===== config.mk =====
export PLATFORM = sky130hd
export DESIGN_NAME = logic2_pipe
export DESIGN_NICKNAME = d
export VERILOG_FILES = /design/src/rtl/logic2_pipe.sv
export SDC_FILE = /design/constraint.sdc
export NUM_CORES = 1
export LEC_CHECK = 0
export CORE_MARGIN = 2
export CORE_UTILIZATION = 45
export CTS_CLUSTER_SIZE = 20
export DETAILED_ROUTE_END_ITERATION = 12
export PLACE_DENSITY_LB_ADDON = 0.12
export SLEW_MARGIN = 30
export SYNTH_ARGS = -nofsm -noshare
export SYNTH_HDL_FRONTEND = slang
export SYNTH_SLANG_ARGS = --single-unit
export TNS_END_PERCENT = 10

===== constraint.sdc =====
create_clock -name clk -period 3.8 [get_ports clk]
set_input_delay 0.76 -clock clk [delete_from_list [all_inputs] [get_ports clk]]
set_output_delay 0.76 -clock clk [all_outputs]
set_load 0.05 [all_outputs]

===== src/rtl/logic2_pipe.sv =====
// logic2_pipe: two-stage elastic pipeline of per-lane (a|b)&c gates with
// per-word output inversion and a saturating count of delivered set bits.

// One lane of the gate: the true output, or the pull-down node when inv is set.
module logic2_lane (
    input  logic a,
    input  logic b,
    input  logic c,
    input  logic inv,
    output logic y
);
    assign y = inv ? ~((a | b) & c) : ((a | b) & c);
endmodule

module logic2_pipe #(
    parameter int WIDTH = 8,
    parameter int CNT_W = 16
) (
    input  logic             clk,
    input  logic             rst_n,
    input  logic             in_valid,
    output logic             in_ready,
    input  logic [WIDTH-1:0] a,
    input  logic [WIDTH-1:0] b,
    input  logic [WIDTH-1:0] c,
    input  logic             inv,
    output logic             out_valid,
    input  logic             out_ready,
    output logic [WIDTH-1:0] o,
    input  logic             cnt_clr,
    output logic [CNT_W-1:0] ones_cnt
);
    // Popcount width, and a sum width that cannot overflow for any legal
    // WIDTH/CNT_W pairing before saturation is applied.
    localparam int PC_W  = $clog2(WIDTH + 1);
    localparam int SUM_W = ((PC_W > CNT_W) ? PC_W : CNT_W) + 1;
    localparam logic [CNT_W-1:0] CNT_MAX = '1;

    typedef struct packed {
        logic [WIDTH-1:0] a;
        logic [WIDTH-1:0] b;
        logic [WIDTH-1:0] c;
        logic             inv;
    } req_t;

    req_t             req_d;
    req_t             s1_q;
    logic [2:1]       vld_pipe;   // [1] = stage-1 valid, [2] = stage-2 valid
    logic             s1_v;
    logic             s2_v;
    logic             accept;
    logic             s2_load;
    logic             deliver;
    logic [WIDTH-1:0] res_d;
    logic [WIDTH-1:0] o_q;
    logic [CNT_W-1:0] cnt_q;
    logic [PC_W-1:0]  pc;
    logic [SUM_W-1:0] sum;
    logic [CNT_W-1:0] cnt_sat;

    assign s1_v    = vld_pipe[1];
    assign s2_v    = vld_pipe[2];
    assign req_d   = '{a: a, b: b, c: c, inv: inv};

    // A slot frees up whenever either stage is empty or the output drains.
    assign in_ready  = rst_n & (~s1_v | ~s2_v | out_ready);
    assign accept    = in_valid & in_ready;
    assign s2_load   = s1_v & (~s2_v | out_ready);
    assign deliver   = s2_v & out_ready;
    assign out_valid = s2_v;
    assign o         = o_q;
    assign ones_cnt  = cnt_q;

    // Per-lane gate evaluation from stage-1 contents, each word with its own inv.
    for (genvar i = 0; i < WIDTH; i++) begin : g_lane
        logic2_lane u_lane (
            .a   (s1_q.a[i]),
            .b   (s1_q.b[i]),
            .c   (s1_q.c[i]),
            .inv (s1_q.inv),
            .y   (res_d[i])
        );
    end

    // Pipeline valid shift register and stage data registers.
    always_ff @(posedge clk) begin
        if (!rst_n) begin
            vld_pipe <= '0;
            s1_q     <= '0;
            o_q      <= '0;
        end else begin
            vld_pipe[1] <= accept  | (s1_v & ~s2_load);
            vld_pipe[2] <= s2_load | (s2_v & ~out_ready);
            if (accept)  s1_q <= req_d;
            if (s2_load) o_q  <= res_d;
        end
    end

    // Popcount of the word currently presented on o.
    always_comb begin
        pc = '0;
        for (int i = 0; i < WIDTH; i++) pc = pc + PC_W'(o_q[i]);
    end

    // Widened add then clamp to all-ones.
    always_comb begin
        sum     = SUM_W'(cnt_q) + SUM_W'(pc);
        cnt_sat = (sum > SUM_W'(CNT_MAX)) ? CNT_MAX : sum[CNT_W-1:0];
    end

    // Delivered-ones counter; clear beats a same-cycle delivery.
    always_ff @(posedge clk) begin
        if (!rst_n)       cnt_q <= '0;
        else if (cnt_clr) cnt_q <= '0;
        else if (deliver) cnt_q <= cnt_sat;
    end
endmodule

==> results by group <==
STA
  – TNS Setup: 0 ns
  – Max Fclk: 277.5 MHz
  – Final hold violations: 0
  – Minimum clock period after layout: 3.604 ns
  – Rel. slew slack: 46.58%
  – WHS: 0.4533 ns
  – RSZ-0062 raised after global routing: no
  – Slew Limit Fails: 0
  – Final setup violation count: 0
  – Clock Skews: 0.006072 ns
  – Crit share post-route: 94.83%
  – Slew @ Worst Pin: 0.8014 ns

CTS
  – CTS Buffer Depth: 2
  – Cts bufs inserted: 5
  – Hold Buf Count CTS: 0
  – Worst-Skew Late Latency: 0.30 ns
  – Htree depth: 2
  – Clock Sink Count: 51
  – Clk slew on worst S/H paths: 0.10 ns
  – Clock root buffer: clkbuf_8
  – CTS tree: built

Worst setup path
  – Critical-path cell list: fa_1, inv_1, fa_1, fa_1, fa_2, fa_2, nand2b_4, a211oi_4, buf_4, and2_1, o21ai_0, a31oi_1
  – CP max-delay cell: fa_1
  – Worst-path fanout max: 7
  – Worst reg2reg startpoint: o[0]
  – Max incr delay on CP: 0.52 ns
  – Crit Path Class: register to register
  – Critical path arrival: 3.84 ns
  – CP delay by family, top: adder cells
  – Cell mode on critical path: fa_1
  – Crit path from: o[0]
  – Required time of the critical path: 4.03 ns
  – CP Launch Type: register
  – Crit path buf inv count: 2
  – CP Capture Type: register

Pwr
  – Peak VDD IR: 0.0001841 V
  – Pleak: 1.332 nW
  – PwrDens: 348.6 nW/um^2

Drt
  – Initial DRC count: 98
  – Vias per Instance: 5.082
  – DR top layer: met4
  – Via count: 2,048
  – Detailed Route WL: 5179 um
  – Routed Antenna Nets: 0
  – Residual DRC: 0
  – Wirelength per Cell: 12.85 um
  – Wire length on met1: 2387 um
  – Router iterations before antenna repair: 4
  – Met2 routed WL: 2581 um
  – Routed met3 length: 185 um

Floorplan
  – Row count: 26
  – Starting Density: 46.81%
  – # IOs: 56
  – Die area: 5947 um^2
  – Die width: 77.12 um
  – Die H: 77.12 um
  – Placeable Area: 5140 um^2

Global routing
  – GRT Total Usage: 18.25%
  – Initial antenna violation count: 0
  – First-pass GRT wire length: 8914 um
  – GRT Residual Overflow: 0
  – Largest net degree at the start of global routing: 38
  – Vias in the first global route: 1,959

Synth
  – Top post-synthesis cells by area: dfxtp_1, nand2_1, nand3_1
  – Syn avg cell area: 8.593 um^2
  – Sequential-to-total area share from yosys stat: 42.43%
  – Synthesized area: 2406 um^2
  – Yosys top cell area share: 42.43%
  – Yosys warnings: 0
  – Cells after synthesis: 280
  – Area leader, netlist: dfxtp_1
  – Synthesis-stage register bit count: 51
  – Cell variety after synth: 39
  – Total nets after synthesis: 321

Placement
  – Hpwl dp: 3820 um
  – Placed insts: 395
  – PortBufs: 55
  – GP Congestion: 0.8454

Final layout
  – Final non-filler cell total: 403
  – ANT cells: 0
  – Area Overhead vs Synth: 32.09%
  – Share of layout cells above drive strength 1: 9.910%
  – Layout Utilization: 61.83%
  – Nets: 373

Job
  – Max Cap Violations: 0

Status
  – Status: finished, final reports clean

Hold path
  – Hold Path Class: register to register
  – Hold_sp: s1_q[15]
==> final timing paths <==
kind                                     end  slack, ns  cells past startpoint
worst min-delay path                s1_q[15]       0.45                      2
worst min register to register      s1_q[15]       0.45                      2
worst max-delay path            ones_cnt[12]       0.20                     12
worst max register to register  ones_cnt[12]       0.20                     12
==> synthesized netlist by cell type, drive strengths merged <==
| cell | n |
|---|---|
| a2111oi | 2 |
| nor4 | 1 |
| nor2b | 6 |
| a211oi | 6 |
| nor3 | 6 |
| and3 | 2 |
| and2 | 3 |
| fa | 5 |
| o211a | 8 |
| a21boi | 1 |
| a21oi | 9 |
| o31ai | 1 |
| xnor2 | 2 |
| ha | 6 |
| nand2b | 2 |
| inv | 13 |
| a31oi | 10 |
| nand3 | 30 |
| and4 | 2 |
| nor2 | 6 |
| a21o | 1 |
| clkbuf | 11 |
| o21ai | 15 |
| nand4 | 2 |
| buf | 3 |
| o21a | 2 |
| dfxtp | 51 |
| xor2 | 9 |
| nand2 | 65 |
==> area by class of cell <==
class / instances / area, um^2
Clock buffer: 6 / 93.84
Clock inverter: 2 / 16.27
Fill cell: 498 / 1962
Inverter: 13 / 48.80
Multi-Input combinational cell: 202 / 1309
Sequential cell: 51 / 1032
Tap cell: 70 / 87.58
Timing Repair Buffer: 59 / 590.6
==> layer usage <==
layer / vias up / global-route usage [%]
met2: 44 / 31.57
met4: 0 / 5.000
met3: 2 / 3.294
met5: - / 0
li1: 1063 / -
met1: 939 / 23.28
==> flip-flops by register name, summed over array words and instances (netlist names) <==
register,cells
vld_pipe,2
ones_cnt,16
o,8
s1_q,25
==> placed cells by master (no fill, tap or decap), types with 2 or more instances in the layout <==
cell	Yosys	layout
o211a_1	8	8
ha_1	6	6
clkdlybuf4s50_1	0	54
a21oi_1	7	7
nor2_1	4	4
fa_2	0	2
clkbuf_8	0	5
and2_1	3	3
a31oi_1	10	10
buf_4	0	4
nand3_2	2	2
o21ai_0	15	15
o21a_1	2	2
fa_1	5	3
xor2_1	9	9
dfxtp_4	0	3
nor3_1	5	5
dfxtp_1	51	48
and3_1	2	2
nor2b_1	6	5
nand3_1	27	27
a211oi_1	4	4
inv_1	13	13
a21oi_2	2	2
and4_1	2	2
xnor2_1	2	2
nand2_1	65	65
==> report_power, final <==
part           switching [W]  internal [W]  leakage (nW)
Combinational      0.0000933     0.0000803         0.859
Clock               0.000183      0.000172        0.0530
Sequential         0.0000180      0.000561         0.420
Total               0.000294      0.000813          1.33
==> timing repair <==
action | in CTS | in global routing
endpoints found under the hold margin | 0 | 0
gates resized for setup | 0 | 2
buffers inserted | 0 | 0
setup endpoints to repair | 0 | 7
==> logic make-up (layout without fill, tap and decap cells) <==
family | count (synthesis) | in the layout | share of synthesized area [%]
flops | 51 | 51 | 42.43
fa+ha+maj | 11 | 11 | 7.280
compound gates | 55 | 55 | 16.07
buf+inv | 27 | 80 | 4.316
simple gates | 125 | 125 | 25.90
xor+xnor | 11 | 11 | 4.004
==> per-stage QoR <==
| stage | instance area [um^2] | power (W) | setup slack, ns |
|---|---|---|---|
| final | 3178 | 0.001108 | 0.1964 |
| after global routing | 3178 | 0.001166 | 0.06309 |
| after CTS | 3173 | 0.001125 | 0.05777 |
| after detailed placement | 3063 | 0.0007662 | 0.07245 |
| after global placement | 3063 | 0.0007610 | 0.1622 |
| after floorplan | 2440 | 0.0006956 | 0.01568 |
==> tightest hold or removal path: cells and delay by family (launching register included) <==
kind / cells / cell delay, ns
AND/OR/NAND/NOR: 2 / 0.10
flip-flops: 1 / 0.32
(Power assumes the default switching activity.)
